File: src/rtl/bm1387_pkg.sv
// bm1387_pkg: shared FSM states, ASIC status codes and control bit indices for the BM1387 dispatcher.
package bm1387_pkg;
  typedef enum logic [2:0] {S_IDLE, S_LOAD, S_RUN, S_ACK, S_STOP} state_e;
  localparam logic [7:0] STAT_IDLE       = 8'h00;
  localparam logic [7:0] STAT_INIT       = 8'h01;
  localparam logic [7:0] STAT_FOUND      = 8'h02;
  localparam logic [7:0] STAT_RANGE_DONE = 8'h03;
  localparam int CTRL_RUN = 0;
  localparam int CTRL_ACK = 1;
endpackage

File: src/rtl/bm1387_result_fifo.sv
// bm1387_result_fifo: first-word fall-through nonce FIFO; a push into a full FIFO is accepted when a pop happens in the same cycle.
module bm1387_result_fifo #(
  parameter int DEPTH = 4
) (
  input  logic        clk,
  input  logic        rst,
  input  logic        push,
  input  logic [31:0] din,
  output logic        can_push,
  output logic        valid,
  input  logic        ready,
  output logic [31:0] dout
);
  localparam int AW = DEPTH > 1 ? $clog2(DEPTH) : 1;
  logic [31:0]   mem_q [DEPTH];
  logic [AW-1:0] wr_q, rd_q;
  logic [AW:0]   cnt_q;
  logic          pop, wr_en;
  assign valid    = cnt_q != '0;
  assign pop      = valid & ready;
  assign can_push = (cnt_q != (AW+1)'(DEPTH)) | pop;
  assign wr_en    = push & can_push;
  assign dout     = valid ? mem_q[rd_q] : '0;
  always_ff @(posedge clk or posedge rst) begin
    if (rst) begin
      wr_q  <= '0;
      rd_q  <= '0;
      cnt_q <= '0;
    end else begin
      if (wr_en) wr_q <= wr_q + 1'b1;
      if (pop) rd_q <= rd_q + 1'b1;
      cnt_q <= cnt_q + (AW+1)'(wr_en) - (AW+1)'(pop);
    end
  end
  always_ff @(posedge clk) begin
    if (wr_en) mem_q[wr_q] <= din;
  end
endmodule

File: src/rtl/bm1387_job_dispatcher.sv
// bm1387_job_dispatcher: hands host jobs to a BM1387 ASIC, collects found nonces into a result FIFO,
// and tracks watchdog timeouts, completed jobs and thermal-throttle time.
module bm1387_job_dispatcher
  import bm1387_pkg::*;
#(
  parameter int          FIFO_DEPTH     = 4,
  parameter logic [31:0] TIMEOUT_CYCLES = 32'd1000000
) (
  input  logic         clk_100m,
  input  logic         reset,
  input  logic         job_valid,
  output logic         job_ready,
  input  logic [255:0] job_hdr_in,
  input  logic [31:0]  job_nonce_in,
  input  logic [31:0]  job_range_in,
  output logic [255:0] job_header,
  output logic [31:0]  start_nonce,
  output logic [31:0]  nonce_range,
  output logic         mining_enable,
  output logic [7:0]   control_reg,
  input  logic [31:0]  found_nonce,
  input  logic         hash_valid,
  input  logic         pipeline_busy,
  input  logic [7:0]   status_reg,
  input  logic         thermal_throttle,
  output logic         res_valid,
  input  logic         res_ready,
  output logic [31:0]  res_nonce,
  output logic         busy,
  output logic         timeout_err,
  output logic [15:0]  jobs_done,
  output logic [31:0]  throttle_cycles
);
  state_e         state_q, state_d;
  logic [255:0]   hdr_q, hdr_d;
  logic [31:0]    nonce_q, nonce_d, range_q, range_d, wd_q, wd_d, thr_q, thr_d;
  logic [15:0]    jd_q, jd_d;
  logic           err_q, err_d, push, can_push, unused_ok;
  assign unused_ok = pipeline_busy;
  bm1387_result_fifo #(.DEPTH(FIFO_DEPTH)) u_fifo (
    .clk(clk_100m), .rst(reset), .push(push), .din(found_nonce), .can_push(can_push),
    .valid(res_valid), .ready(res_ready), .dout(res_nonce)
  );
  always_comb begin
    state_d = state_q;
    hdr_d   = hdr_q;
    nonce_d = nonce_q;
    range_d = range_q;
    wd_d    = wd_q;
    thr_d   = thr_q;
    err_d   = err_q;
    jd_d    = jd_q;
    push    = 1'b0;
    case (state_q)
      S_IDLE: if (job_valid) begin
        hdr_d   = job_hdr_in;
        nonce_d = job_nonce_in;
        range_d = job_range_in;
        state_d = S_LOAD;
      end
      S_LOAD: begin
        wd_d    = '0;
        state_d = S_RUN;
      end
      S_RUN: if (thermal_throttle) thr_d = thr_q + 32'(thr_q != '1);
      else begin
        wd_d = wd_q + 32'd1;
        // a result stalled behind a full FIFO still ages the watchdog
        if (hash_valid && can_push) begin
          push    = 1'b1;
          state_d = S_ACK;
        end else if (!hash_valid && status_reg == STAT_RANGE_DONE) state_d = S_STOP;
        else if (wd_q == TIMEOUT_CYCLES - 32'd1) begin
          err_d   = 1'b1;
          state_d = S_STOP;
        end
      end
      S_ACK: if (!hash_valid) state_d = S_STOP;
      S_STOP: begin
        jd_d    = jd_q + 16'd1;
        state_d = S_IDLE;
      end
      default: state_d = S_IDLE;
    endcase
  end
  always_ff @(posedge clk_100m or posedge reset) begin
    if (reset) begin
      state_q <= S_IDLE;
      hdr_q   <= '0;
      nonce_q <= '0;
      range_q <= '0;
      wd_q    <= '0;
      thr_q   <= '0;
      err_q   <= 1'b0;
      jd_q    <= '0;
    end else begin
      state_q <= state_d;
      hdr_q   <= hdr_d;
      nonce_q <= nonce_d;
      range_q <= range_d;
      wd_q    <= wd_d;
      thr_q   <= thr_d;
      err_q   <= err_d;
      jd_q    <= jd_d;
    end
  end
  always_comb begin
    control_reg           = '0;
    control_reg[CTRL_RUN] = mining_enable;
    control_reg[CTRL_ACK] = state_q == S_ACK;
  end
  assign mining_enable   = state_q inside {S_LOAD, S_RUN, S_ACK};
  assign busy            = state_q != S_IDLE;
  assign job_ready       = state_q == S_IDLE && !reset;
  assign job_header      = hdr_q;
  assign start_nonce     = nonce_q;
  assign nonce_range     = range_q;
  assign timeout_err     = err_q;
  assign jobs_done       = jd_q;
  assign throttle_cycles = thr_q;
endmodule

File: config.mk
export PLATFORM = sky130hd
export DESIGN_NAME = bm1387_job_dispatcher
export DESIGN_NICKNAME = d
export VERILOG_FILES = /design/src/rtl/bm1387_pkg.sv /design/src/rtl/bm1387_result_fifo.sv /design/src/rtl/bm1387_job_dispatcher.sv
export SDC_FILE = /design/constraint.sdc
export NUM_CORES = 1
export LEC_CHECK = 0
export ABC_AREA = 0
export BUFFER_PORTS_ARGS = -buffer_cell sky130_fd_sc_hd__buf_2
export CAP_MARGIN = 25
export CORE_AREA = 2 2 306 308
export CTS_BUF_LIST = sky130_fd_sc_hd__clkbuf_4 sky130_fd_sc_hd__clkbuf_8 sky130_fd_sc_hd__clkbuf_16
export DETAILED_ROUTE_END_ITERATION = 10
export DIE_AREA = 0 0 308 310
export GPL_ROUTABILITY_DRIVEN = 0
export PLACE_DENSITY = 0.42
export SKIP_LAST_GASP = 1
export SLEW_MARGIN = 20
export SYNTH_ARGS = -nofsm -noshare
export SYNTH_HDL_FRONTEND = slang
export SYNTH_SLANG_ARGS = --single-unit
File: constraint.sdc
create_clock -name clk_100m -period 17.8 [get_ports clk_100m]
set_input_delay 3.56 -clock clk_100m [delete_from_list [all_inputs] [get_ports clk_100m]]
set_output_delay 3.56 -clock clk_100m [all_outputs]
set_load 0.03 [all_outputs]
==> metrics.txt <==
outcome finished, final reports clean; Starting Density 0.230; final setup vio count 0; peak supply drop 97.7 uV; asr flop ratio synth 0.763; antenna viol nets, final 0; # clock sinks 539; initial drt markers 517; Slew @ Worst Pin 0.985 ns; Die Area 95,500 sq um; fin. max-slew vios 0; CTS-repair resized insts 0; Max Cap Viol 0; total number of vias 14,300; Post-CTS Setup Repair Bufs 0; Finished Core Util 0.313; GRT Resource Usage Total 0.142; vias in the first global route 15,000; Nets ~2,500; layout cells sized above 1 0.584; number of CTS-inserted buffers between 60 and 70; pin count of the biggest net entering global routing 87; Yosys cell types 56; Avg Cell Area, Syn ~16 sq um; total gr overflow 0; I/O pin total 780; Post-synth EDFFs 128; row cnt about 110; routed len/inst 20.8 microns; vias per inst between 4 and 5; internal power between 3000 and 4000 uW; clk buf depth 3; CP Class in2out; Post-Syn Area about 21,000 sq um; Final Critical Period approximately 7.6 ns; DRT Pass-1 Iters 5; first-pass GRT wire length 100 mm; leakage 0.0129 uW; Clock Skew 0.0209 ns; Yosys reg bits 539; Pwr Density 202 nW/um^2; Seq pwr share 0.329; Post-DP HPWL 52.7 mm; post-synthesis sequential area ratio 0.665; port bufs 772; CTS tree yes; CP required between 10 and 15 ns; Hold-fix buffers, CTS 0; Core ar. 92,500 sq um; clock transition at the registers of the reported paths 0.05 ns; clock share of power 0.249; critical path peak fanout 2; fmax 0.132 GHz; Hold Fails Final Rpt 0; Die Ht 310 microns; Sw Share 0.409; prevailing post-synth register cell dfrtp_1; DRC viols 0; Worst setup SP type primary input; worst-skew pair later-pin latency 0.62 ns; initial antenna violation count 31; Crit. End Element output pin; Hold Slack roughly 0.47 ns; FILL cells a little over 9,000; CTS root buffer clkbuf_16; Ys Warns 0; power share of the combinational group 0.421; routed wire length 70.6 mm; Synth Instances roughly 1,300; area grow syn2layout 36.2%; Tcrit/Tclk final 0.425; Slew HR 0.344; CTS HTree Levels 3; critical path data arrival time 4.00 ns; min-delay worst type reg2reg; Psw ~2400 uW; RSZ-0062 raised after global routing false; Die X 308 microns; setup_tns 0 ns
==> worst paths after layout <==
check	cells past startpoint	from	end	slack, ns
hold / removal	1	jobs_done[15]	jobs_done[15]	0.47
setup / recovery	3	reset	job_ready	10.24
setup reg to reg	5	state_q[0]	nonce_range[9]	13.97
min in group asynchronous	2	reset	throttle_cycles[21]	3.03
max in group asynchronous	5	reset	job_header[80]	12.81
hold reg to reg	1	jobs_done[15]	jobs_done[15]	0.47
==> layer usage <==
| metal | wire length [microns] | vias up | global-route usage | share of wire |
|---|---|---|---|---|
| met5 | 214 | - | 0 | 0.0030 |
| met2 | 34500 | 506 | 0.235 | 0.49 |
| met3 | 5810 | 151 | 0.0552 | 0.082 |
| li1 | - | 6455 | - | - |
| met1 | 27100 | 7163 | 0.164 | 0.38 |
| met4 | 2960 | 30 | 0.0624 | 0.042 |
==> registers in the layout (all words and copies together), names as in the netlist <==
| signal | cells |
|---|---|
| job_header | 256 |
| jobs_done | 16 |
| nonce_range | 32 |
| start_nonce | 32 |
| state_q | 3 |
| throttle_cycles | 32 |
| timeout_err | 1 |
| u_fifo.cnt_q | 3 |
| u_fifo.mem_q | 128 |
| u_fifo.rd_q | 2 |
| u_fifo.wr_q | 2 |
| wd_q | 32 |
==> synth_stat cells (11+ instances only) <==
cell      instances  area [sq um]
nand2_1          37           139
nor2_1           46           173
edfxtp_1        128          3840
clkbuf_1         23          86.3
nand3_1          32           160
buf_2            33           165
mux4_2           32           721
xnor2_1          36           315
and3_1           11          68.8
xor2_1           37           324
nand4_1          24           150
mux2_2          322          3630
inv_1            17          63.8
and2_1           42           263
nor3_1           12          60.1
dfrtp_1         411         10300
==> per-stage QoR <==
step | area, sq um | instances | power, uW | worst slack, ns
2_1_floorplan | 21300 | 1344 | 3600 | 2.80
4_1_cts | 28900 | 3386 | 5950 | 10.24
5_1_grt | 28900 | 3391 | 6140 | 10.21
3_3_place_gp | 26400 | 3264 | 4420 | 10.24
3_5_place_dp | 26500 | 3266 | 4450 | 10.24
6_report | 28900 | 3398 | 5840 | 10.24
==> logic make-up (layout without fill, tap and decap cells) <==
logic type,count (synthesis),count (layout),share of synthesized area
muxes,354,354,0.205
xor gates and xnor gates,73,73,0.0301
and+or+nand+nor,246,246,0.0641
AOI/OAI and AO/OA,32,32,0.0107
buffers and inverters,83,930,0.0185
other,1,16,0.000176
DFF,539,539,0.665
adders and majority gates,11,11,0.00683
==> placed cells by master (no fill, tap or decap), types with 6 or more instances in the layout <==
master and instances:
o21ai_0 10, nand2_1 37, or4_1 7, nor2_1 46, xnor2_1 36, nor3_1 12, clkbuf_16 69, clkbuf_8 14
bufinv_16 8, inv_1 16, mux2_2 322, buf_2 773, nand3_1 32, and3_1 10, clkinv_2 8, buf_4 17
clkbuf_4 10, and2_1 42, ha_1 10, conb_1 6, dfrtp_1 410, a21oi_1 9, nand4_1 24, diode_2 10
mux4_2 32, xor2_1 37, or3_1 8, and4_1 7, edfxtp_1 128
==> layout make-up <==
type | instances | area (sq um) | area share
clock buffer | 93 | 1990 | 0.0689
inverter | 17 | 71.3 | 0.00247
tap | 1197 | 1500 | 0.0518
clock inverter | 27 | 382 | 0.0132
antenna | 10 | 25.0 | 0.000865
sequential | 539 | 14100 | 0.488
multi-input combinational | 722 | 6750 | 0.233
timing repair buffer | 793 | 4080 | 0.141
==> power by group through the flow <==
stage | Combinational (uW) | Clock [uW] | Sequential, uW
global route | 2600 | 1560 | 1980
global placement | 2490 | 0 | 1940
CTS | 2510 | 1510 | 1930
finish | 2460 | 1460 | 1920
detailed placement | 2510 | 0 | 1940
floorplan | 923 | 0 | 2680
==> critical path: stages <==
cell and delay (ns):
buf_2 0.14, nor2_1 0.10, buf_2 0.20
(Power assumes the default switching activity.)
